$ cat src/rtl/pc_pred_pkg.sv
// Shared types and helpers for the PC prediction unit: BHT counter states,
// the BTB entry layout and the saturating counter update.
package pc_pred_pkg;

  // Width of the stored tag and target fields; matches the unit's word width.
  localparam int PRED_WORD_W = 32;

  typedef enum logic [1:0] {
    SNT = 2'b00,
    WNT = 2'b01,
    WT  = 2'b10,
    ST  = 2'b11
  } bht_state_t;

  // Tag is kept as the full upper part of the PC (PC shifted right past the
  // index and byte-offset bits), so its width does not depend on the depth.
  typedef struct packed {
    logic                   valid;
    logic                   uncond;
    logic [PRED_WORD_W-1:0] tag;
    logic [PRED_WORD_W-1:0] target;
  } btb_entry_t;

  // Two-bit saturating counter step: up on taken, down on not-taken.
  function automatic bht_state_t sat_update(input bht_state_t state, input logic taken);
    logic [1:0] raw;
    raw = state;
    if (taken) begin
      if (state != ST) raw = raw + 2'd1;
    end else begin
      if (state != SNT) raw = raw - 2'd1;
    end
    return bht_state_t'(raw);
  endfunction

endpackage

$ cat src/rtl/btb_table.sv
// Direct-mapped BTB plus BHT storage. One asynchronous lookup port for the
// fetch PC and one read-modify-write update port driven by execute.
module btb_table
  import pc_pred_pkg::*;
#(
  parameter int entries  = 16,
  parameter int idx_bits = 4
) (
  input  logic                   clk_i,
  input  logic                   reset_i,
  input  logic [idx_bits-1:0]    rd_idx_i,
  output btb_entry_t             rd_entry_o,
  output bht_state_t             rd_ctr_o,
  input  logic                   upd_valid_i,
  input  logic [idx_bits-1:0]    upd_idx_i,
  input  logic [PRED_WORD_W-1:0] upd_tag_i,
  input  logic                   upd_is_branch_i,
  input  logic                   upd_taken_i,
  input  logic [PRED_WORD_W-1:0] upd_target_i
);

  btb_entry_t entry_q [entries];
  bht_state_t ctr_q   [entries];

  btb_entry_t updCur;
  bht_state_t updCtr;
  logic       updHit;
  logic       writeEntry;
  logic       writeCtr;
  btb_entry_t newEntry;
  bht_state_t newCtr;

  assign rd_entry_o = entry_q[rd_idx_i];
  assign rd_ctr_o   = ctr_q[rd_idx_i];

  assign updCur = entry_q[upd_idx_i];
  assign updCtr = ctr_q[upd_idx_i];
  assign updHit = updCur.valid && (updCur.tag == upd_tag_i);

  // Decide what a resolve writes: jumps pin the counter at ST, taken branches
  // allocate/refresh the entry, not-taken branches only train an existing hit.
  always_comb begin
    writeEntry      = 1'b0;
    writeCtr        = 1'b0;
    newCtr          = updCtr;
    newEntry.valid  = 1'b1;
    newEntry.uncond = !upd_is_branch_i;
    newEntry.tag    = upd_tag_i;
    newEntry.target = upd_target_i;
    if (upd_valid_i) begin
      if (!upd_is_branch_i) begin
        writeCtr   = 1'b1;
        newCtr     = ST;
        writeEntry = upd_taken_i;
      end else if (upd_taken_i) begin
        writeEntry = 1'b1;
        writeCtr   = 1'b1;
        newCtr     = updHit ? sat_update(updCtr, 1'b1) : WT;
      end else if (updHit) begin
        writeCtr = 1'b1;
        newCtr   = sat_update(updCtr, 1'b0);
      end
    end
  end

  // Table state: reset invalidates every entry and parks counters at WNT.
  always_ff @(posedge clk_i or posedge reset_i) begin
    if (reset_i) begin
      for (int i = 0; i < entries; i++) begin
        entry_q[i] <= '0;
        ctr_q[i]   <= WNT;
      end
    end else begin
      if (writeEntry) entry_q[upd_idx_i] <= newEntry;
      if (writeCtr)   ctr_q[upd_idx_i]   <= newCtr;
    end
  end

endmodule

$ cat src/rtl/pc_predict_unit.sv
// Registered program counter with fetch handshake, BTB/BHT based next-PC
// prediction and execute-stage mispredict redirect.
module pc_predict_unit
  import pc_pred_pkg::*;
#(
  parameter int                    word_width  = PRED_WORD_W,
  parameter logic [word_width-1:0] reset_pc    = '0,
  parameter int                    btb_entries = 16,
  parameter int                    inst_bytes  = 4
) (
  input  logic                  clk_i,
  input  logic                  reset_i,
  output logic [word_width-1:0] fetch_addr_o,
  output logic                  fetch_valid_o,
  input  logic                  fetch_ready_i,
  output logic                  pred_taken_o,
  output logic [word_width-1:0] pred_target_o,
  input  logic                  resolve_valid_i,
  input  logic [word_width-1:0] resolve_pc_i,
  input  logic                  resolve_is_branch_i,
  input  logic                  resolve_taken_i,
  input  logic [word_width-1:0] resolve_target_i,
  input  logic                  resolve_pred_taken_i,
  input  logic [word_width-1:0] resolve_pred_target_i,
  output logic                  flush_o
);

  localparam int                    IdxBits = $clog2(btb_entries);
  localparam logic [word_width-1:0] InstInc = word_width'(inst_bytes);

  logic [word_width-1:0]  pc_q, pc_d;
  logic                   fetchValid_q;
  logic [IdxBits-1:0]     lookupIdx, resolveIdx;
  logic [PRED_WORD_W-1:0] lookupTag, resolveTag;
  btb_entry_t             lookupEntry;
  bht_state_t             lookupCtr;
  logic                   lookupHit;
  logic                   predTaken;
  logic [word_width-1:0]  predTarget;
  logic                   mispredict;

  assign lookupIdx  = pc_q[IdxBits+1:2];
  assign lookupTag  = PRED_WORD_W'(pc_q >> (IdxBits + 2));
  assign resolveIdx = resolve_pc_i[IdxBits+1:2];
  assign resolveTag = PRED_WORD_W'(resolve_pc_i >> (IdxBits + 2));

  btb_table #(
    .entries (btb_entries),
    .idx_bits(IdxBits)
  ) uTable (
    .clk_i          (clk_i),
    .reset_i        (reset_i),
    .rd_idx_i       (lookupIdx),
    .rd_entry_o     (lookupEntry),
    .rd_ctr_o       (lookupCtr),
    .upd_valid_i    (resolve_valid_i),
    .upd_idx_i      (resolveIdx),
    .upd_tag_i      (resolveTag),
    .upd_is_branch_i(resolve_is_branch_i),
    .upd_taken_i    (resolve_taken_i),
    .upd_target_i   (PRED_WORD_W'(resolve_target_i))
  );

  assign lookupHit  = lookupEntry.valid && (lookupEntry.tag == lookupTag);
  assign predTaken  = lookupHit && (lookupEntry.uncond || lookupCtr[1]);
  assign predTarget = predTaken ? word_width'(lookupEntry.target) : pc_q + InstInc;

  assign mispredict = resolve_valid_i &&
                      ((resolve_taken_i != resolve_pred_taken_i) ||
                       (resolve_taken_i && (resolve_target_i != resolve_pred_target_i)));

  assign fetch_addr_o  = pc_q;
  assign fetch_valid_o = fetchValid_q;
  assign pred_taken_o  = predTaken;
  assign pred_target_o = predTarget;
  assign flush_o       = mispredict && !reset_i;

  // Next PC: redirect beats everything; otherwise advance only when fetch
  // takes the current address (nothing is offered before fetch_valid rises).
  always_comb begin
    pc_d = pc_q;
    if (mispredict) begin
      pc_d = resolve_taken_i ? resolve_target_i : resolve_pc_i + InstInc;
    end else if (fetchValid_q && fetch_ready_i) begin
      pc_d = predTarget;
    end
  end

  // PC and fetch-valid registers.
  always_ff @(posedge clk_i or posedge reset_i) begin
    if (reset_i) begin
      pc_q         <= reset_pc;
      fetchValid_q <= 1'b0;
    end else begin
      pc_q         <= pc_d;
      fetchValid_q <= 1'b1;
    end
  end

endmodule

$ cat config.mk
export PLATFORM = sky130hd
export DESIGN_NAME = pc_predict_unit
export DESIGN_NICKNAME = d
export VERILOG_FILES = /design/src/rtl/pc_pred_pkg.sv /design/src/rtl/btb_table.sv /design/src/rtl/pc_predict_unit.sv
export SDC_FILE = /design/constraint.sdc
export NUM_CORES = 2
export LEC_CHECK = 0
export BUFFER_PORTS_ARGS = -buffer_cell sky130_fd_sc_hd__buf_2
export CELL_PAD_IN_SITES_DETAIL_PLACEMENT = 2
export CELL_PAD_IN_SITES_GLOBAL_PLACEMENT = 2
export CORE_MARGIN = 2
export CORE_UTILIZATION = 48
export DETAILED_ROUTE_END_ITERATION = 6
export GPL_ROUTABILITY_DRIVEN = 0
export HOLD_SLACK_MARGIN = 0.12
export PLACE_DENSITY_LB_ADDON = 0.1
export RECOVER_POWER = 25
export SKIP_CTS_REPAIR_TIMING = 1
export SLEW_MARGIN = 20
export SYNTH_ARGS = -nofsm -noshare
export SYNTH_HDL_FRONTEND = slang
export SYNTH_SLANG_ARGS = --single-unit
$ cat constraint.sdc
create_clock -name clk_i -period 94.3 [get_ports clk_i]
set_clock_uncertainty 0.15 [all_clocks]
set_input_delay 28.29 -clock clk_i [delete_from_list [all_inputs] [get_ports clk_i]]
set_output_delay 28.29 -clock clk_i [all_outputs]
set_load 0.01 [all_outputs]
==> run_results.csv <==
group,metric,value,unit
critical_path,critPathMaxStageDelay,3.60,ns
sta,maxSlewHeadroom,-5.02,
sta,finalHoldViolations,0,
die,die_x,336,um
min_path,min_path_type,"flop to flop",
critical_path,path_cells,"buf_2 -> clkinvlp_2 -> and2_1 -> buf_2",
critical_path,path_max_fanout,111,
die,die_h,336,um
power,peakVddDrop,0.0159,mV
sta,rsz0062_at_grt,"false",
synth,synth.net_count,4232,
route,via_per_inst,6.68,
sta,finalCriticalPeriod,62.01,ns
power,powerDensity,24.2,nW/um2
clock_network,cts.sinks,1025,
min_path,hp-start,"uTable.entry_q[679]$_DFFE_PP0P_",
synth,synthCells,4124,
power,pwr-share-comb,0.245,
sta,fin_setup_tns,0,ns
global_route,antenna_found_initial,15,
global_route,grt_first_pass_wirelength,296000,um
die,rows,121,
final_layout,syn_to_final_growth,10.2,%
synth,synthArstFlopShare,1.00,
route,dr.pass1.iters,5,
die,start_util,0.484,
critical_path,cp-startpoint,"reset_i",
final_layout,drive_gt1_frac,0.368,
synth,yosys_warnings,0,
placement,io_buffer_count,169,
power,p_sw_frac,0.316,
global_route,grt_max_degree,166,
clock_network,cts-root-buf,"clkbuf_16",
run_status,violations,"capacitance limit, slew limit",
critical_path,cp_common_cell,"buf_2",
critical_path,cp_num_buf_inv,3,
placement,dp_cells,5374,
clock_network,clkTransAtPathRegs,0.06,ns
sta,period_share,0.658,
synth,syn_area,52800,um2
global_route,overflow,0,
run,maxCapViolCount,7,
final_layout,final_cell_mix,"dfrtp_1 (1005), mux2_2 (718), nand2_1 (577)",
die,coreArea,109000,um2
critical_path,cp.required,65.86,ns
power,p_sw,445,uW
sta,max_freq,0.0161,GHz
final_layout,nets,4184,
critical_path,crit_path_end_kind,"primary output",
synth,synth_ff_type,"dfrtp_1",
clock_network,cts_buffers,114,
final_layout,layout_commonest_cell,"dfrtp_1",
power,pwr-share-seq,0.425,
synth,ys_ff_latch,1025,
critical_path,r2r-start,"fetch_addr_o[2]$_DFFE_PP0P_",
route,routed_wl,201000,um
global_route,grt_util_all_layers,0.363,
synth,synth_edf_count,0,
sta,finalMaxSlewViolations,772,
clock_network,clock_latency,0.74,ns
clock_network,clockBufferDepth,3,
clock_network,htreeDepth,3,
critical_path,cp-start-kind,"primary input",
critical_path,criticalPathCategory,"primary input to primary output",
sta,finalSetupViolations,0,
route,drc,0,
run_status,status,"complete, but fails checks",
sta,whs,0.327,ns
critical_path,crit_slowest_cell,"clkinvlp_2",
route,wl_per_cell,36.0,um
synth,syn_avg_cell_area,12.8,um2
synth,yosysTopAreaCell,"dfrtp_1",
sta,tightest_slew,9.02,ns
clock_network,cts_tree,"yes",
synth,yosys-top-cells-area,"dfrtp_1 (48%), mux2_2 (15%), mux4_2 (15%), nand2_1 (4.2%), o21ai_0 (2.3%)",
die,io_pins,170,
critical_path,cp.arrival,33.57,ns
synth,synth_top_cell_area_share,0.478,
critical_path,cp_top_family,"buffers and inverters",
route,ant_nets,0,
synth,synthDistinctLibCells,77,
power,intPower,963,uW
final_layout,fillers,10100,
placement,dp_hpwl,122000,um
die,fp.dieArea,113000,um2
route,drt_iter0_markers,3107,
global_route,grt_pass1_vias,41300,
power,p_leak,0.0261,uW
route,vias,37300,
final_layout,final_cell_count_no_fill,5584,
power,clkPwrFrac,0.329,
synth,ys_seq_area_frac,0.486,
registers in the layout, indices dropped and copies added, names as in the netlist:
register / cells
fetch_addr_o: 32
fetch_valid_o: 1
uTable.ctr_q: 32
uTable.entry_q: 960
synth_stat cells, types with 13 or more instances:
cell type  count
nand4_1       23
nand2_1      593
nor2_1        78
buf_4         17
inv_1         30
o21ai_0      246
xor2_1        53
mux2_4        13
xnor2_1      104
dfstp_2       16
mux2i_1      100
dfrtp_1     1009
a21o_1        22
o211ai_1      40
a22oi_1       13
buf_2         70
nand2b_1      36
clkbuf_1     289
o22ai_1       17
a221oi_1      16
nor4_1        15
nand3_1       38
mux2_2       718
a21oi_1       27
nor3_1        28
mux4_2       351
layout make-up:
cell class / instances / area, um2 / share of cell area
well taps: 1414 / 1770 / 0.0304
multi-input cells: 2665 / 25400 / 0.437
repair buffers: 237 / 1340 / 0.0230
flip-flops and latches: 1025 / 25700 / 0.442
clock inverters: 34 / 433 / 0.00744
inverters: 33 / 128 / 0.00219
clock buffers: 173 / 3410 / 0.0587
diodes: 3 / 7.51 / 0.000129
layer usage:
metal  track usage  up-vias  part of all wire
met5             0        -           0.00053
met4         0.143       14             0.040
met3        0.0688      432             0.071
met2         0.583     1438              0.48
met1         0.487    20600              0.41
li1              -    14800                 -
worst min-delay path: stages, from the launching register on:
cell,delay [ns]
dfrtp_1,0.34
nand2_1,0.05
nand2_1,0.05
worst paths after layout:
path	end	slack (ns)	cells after the start
setup / recovery	flush_o	32.29	4
hold / removal	uTable.entry_q[679]$_DFFE_PP0P_	0.33	2
setup reg to reg	fetch_addr_o[29]$_DFFE_PP0P_	87.98	13
hold reg to reg	uTable.entry_q[679]$_DFFE_PP0P_	0.33	2
max in group asynchronous	fetch_addr_o[4]$_DFFE_PP0P_	47.97	4
min in group asynchronous	uTable.entry_q[924]$_DFFE_PP0P_	28.92	2
cells by family after synthesis:
group                    count (synthesis)  share of synthesized area
AO/OA/AOI/OAI                          440                     0.0513
XOR/XNOR                               157                     0.0261
adder cells (fa/ha/maj)                  6                    0.00138
buffers and inverters                  434                     0.0356
flip-flops                            1025                      0.486
multiplexers                          1192                      0.328
other                                    1                  0.0000711
AND/OR/NAND/NOR                        869                     0.0714
through the flow:
| step | setup slack [ns] | power, uW | instance area, um2 | utilization |
|---|---|---|---|---|
| 6_report | 32.29 | 1410 | 58200 | 0.534 |
| 5_1_grt | 31.32 | 1460 | 58200 | 0.534 |
| 4_1_cts | 34.82 | 1410 | 58200 | 0.534 |
| 3_5_place_dp | 34.94 | 942 | 54400 | 0.499 |
| 3_3_place_gp | 34.94 | 919 | 54400 | 0.499 |
| 2_1_floorplan | 14.72 | 819 | 52800 | - |
power by group through the flow:
| stage | Clock, uW | Sequential [uW] | Combinational, uW |
|---|---|---|---|
| after global routing | 486 | 608 | 367 |
| after detailed placement | 0 | 601 | 341 |
| after global placement | 0 | 592 | 327 |
| after floorplan | 0 | 571 | 248 |
| final | 464 | 599 | 346 |
| after CTS | 470 | 596 | 347 |
(Power assumes the default switching activity.)
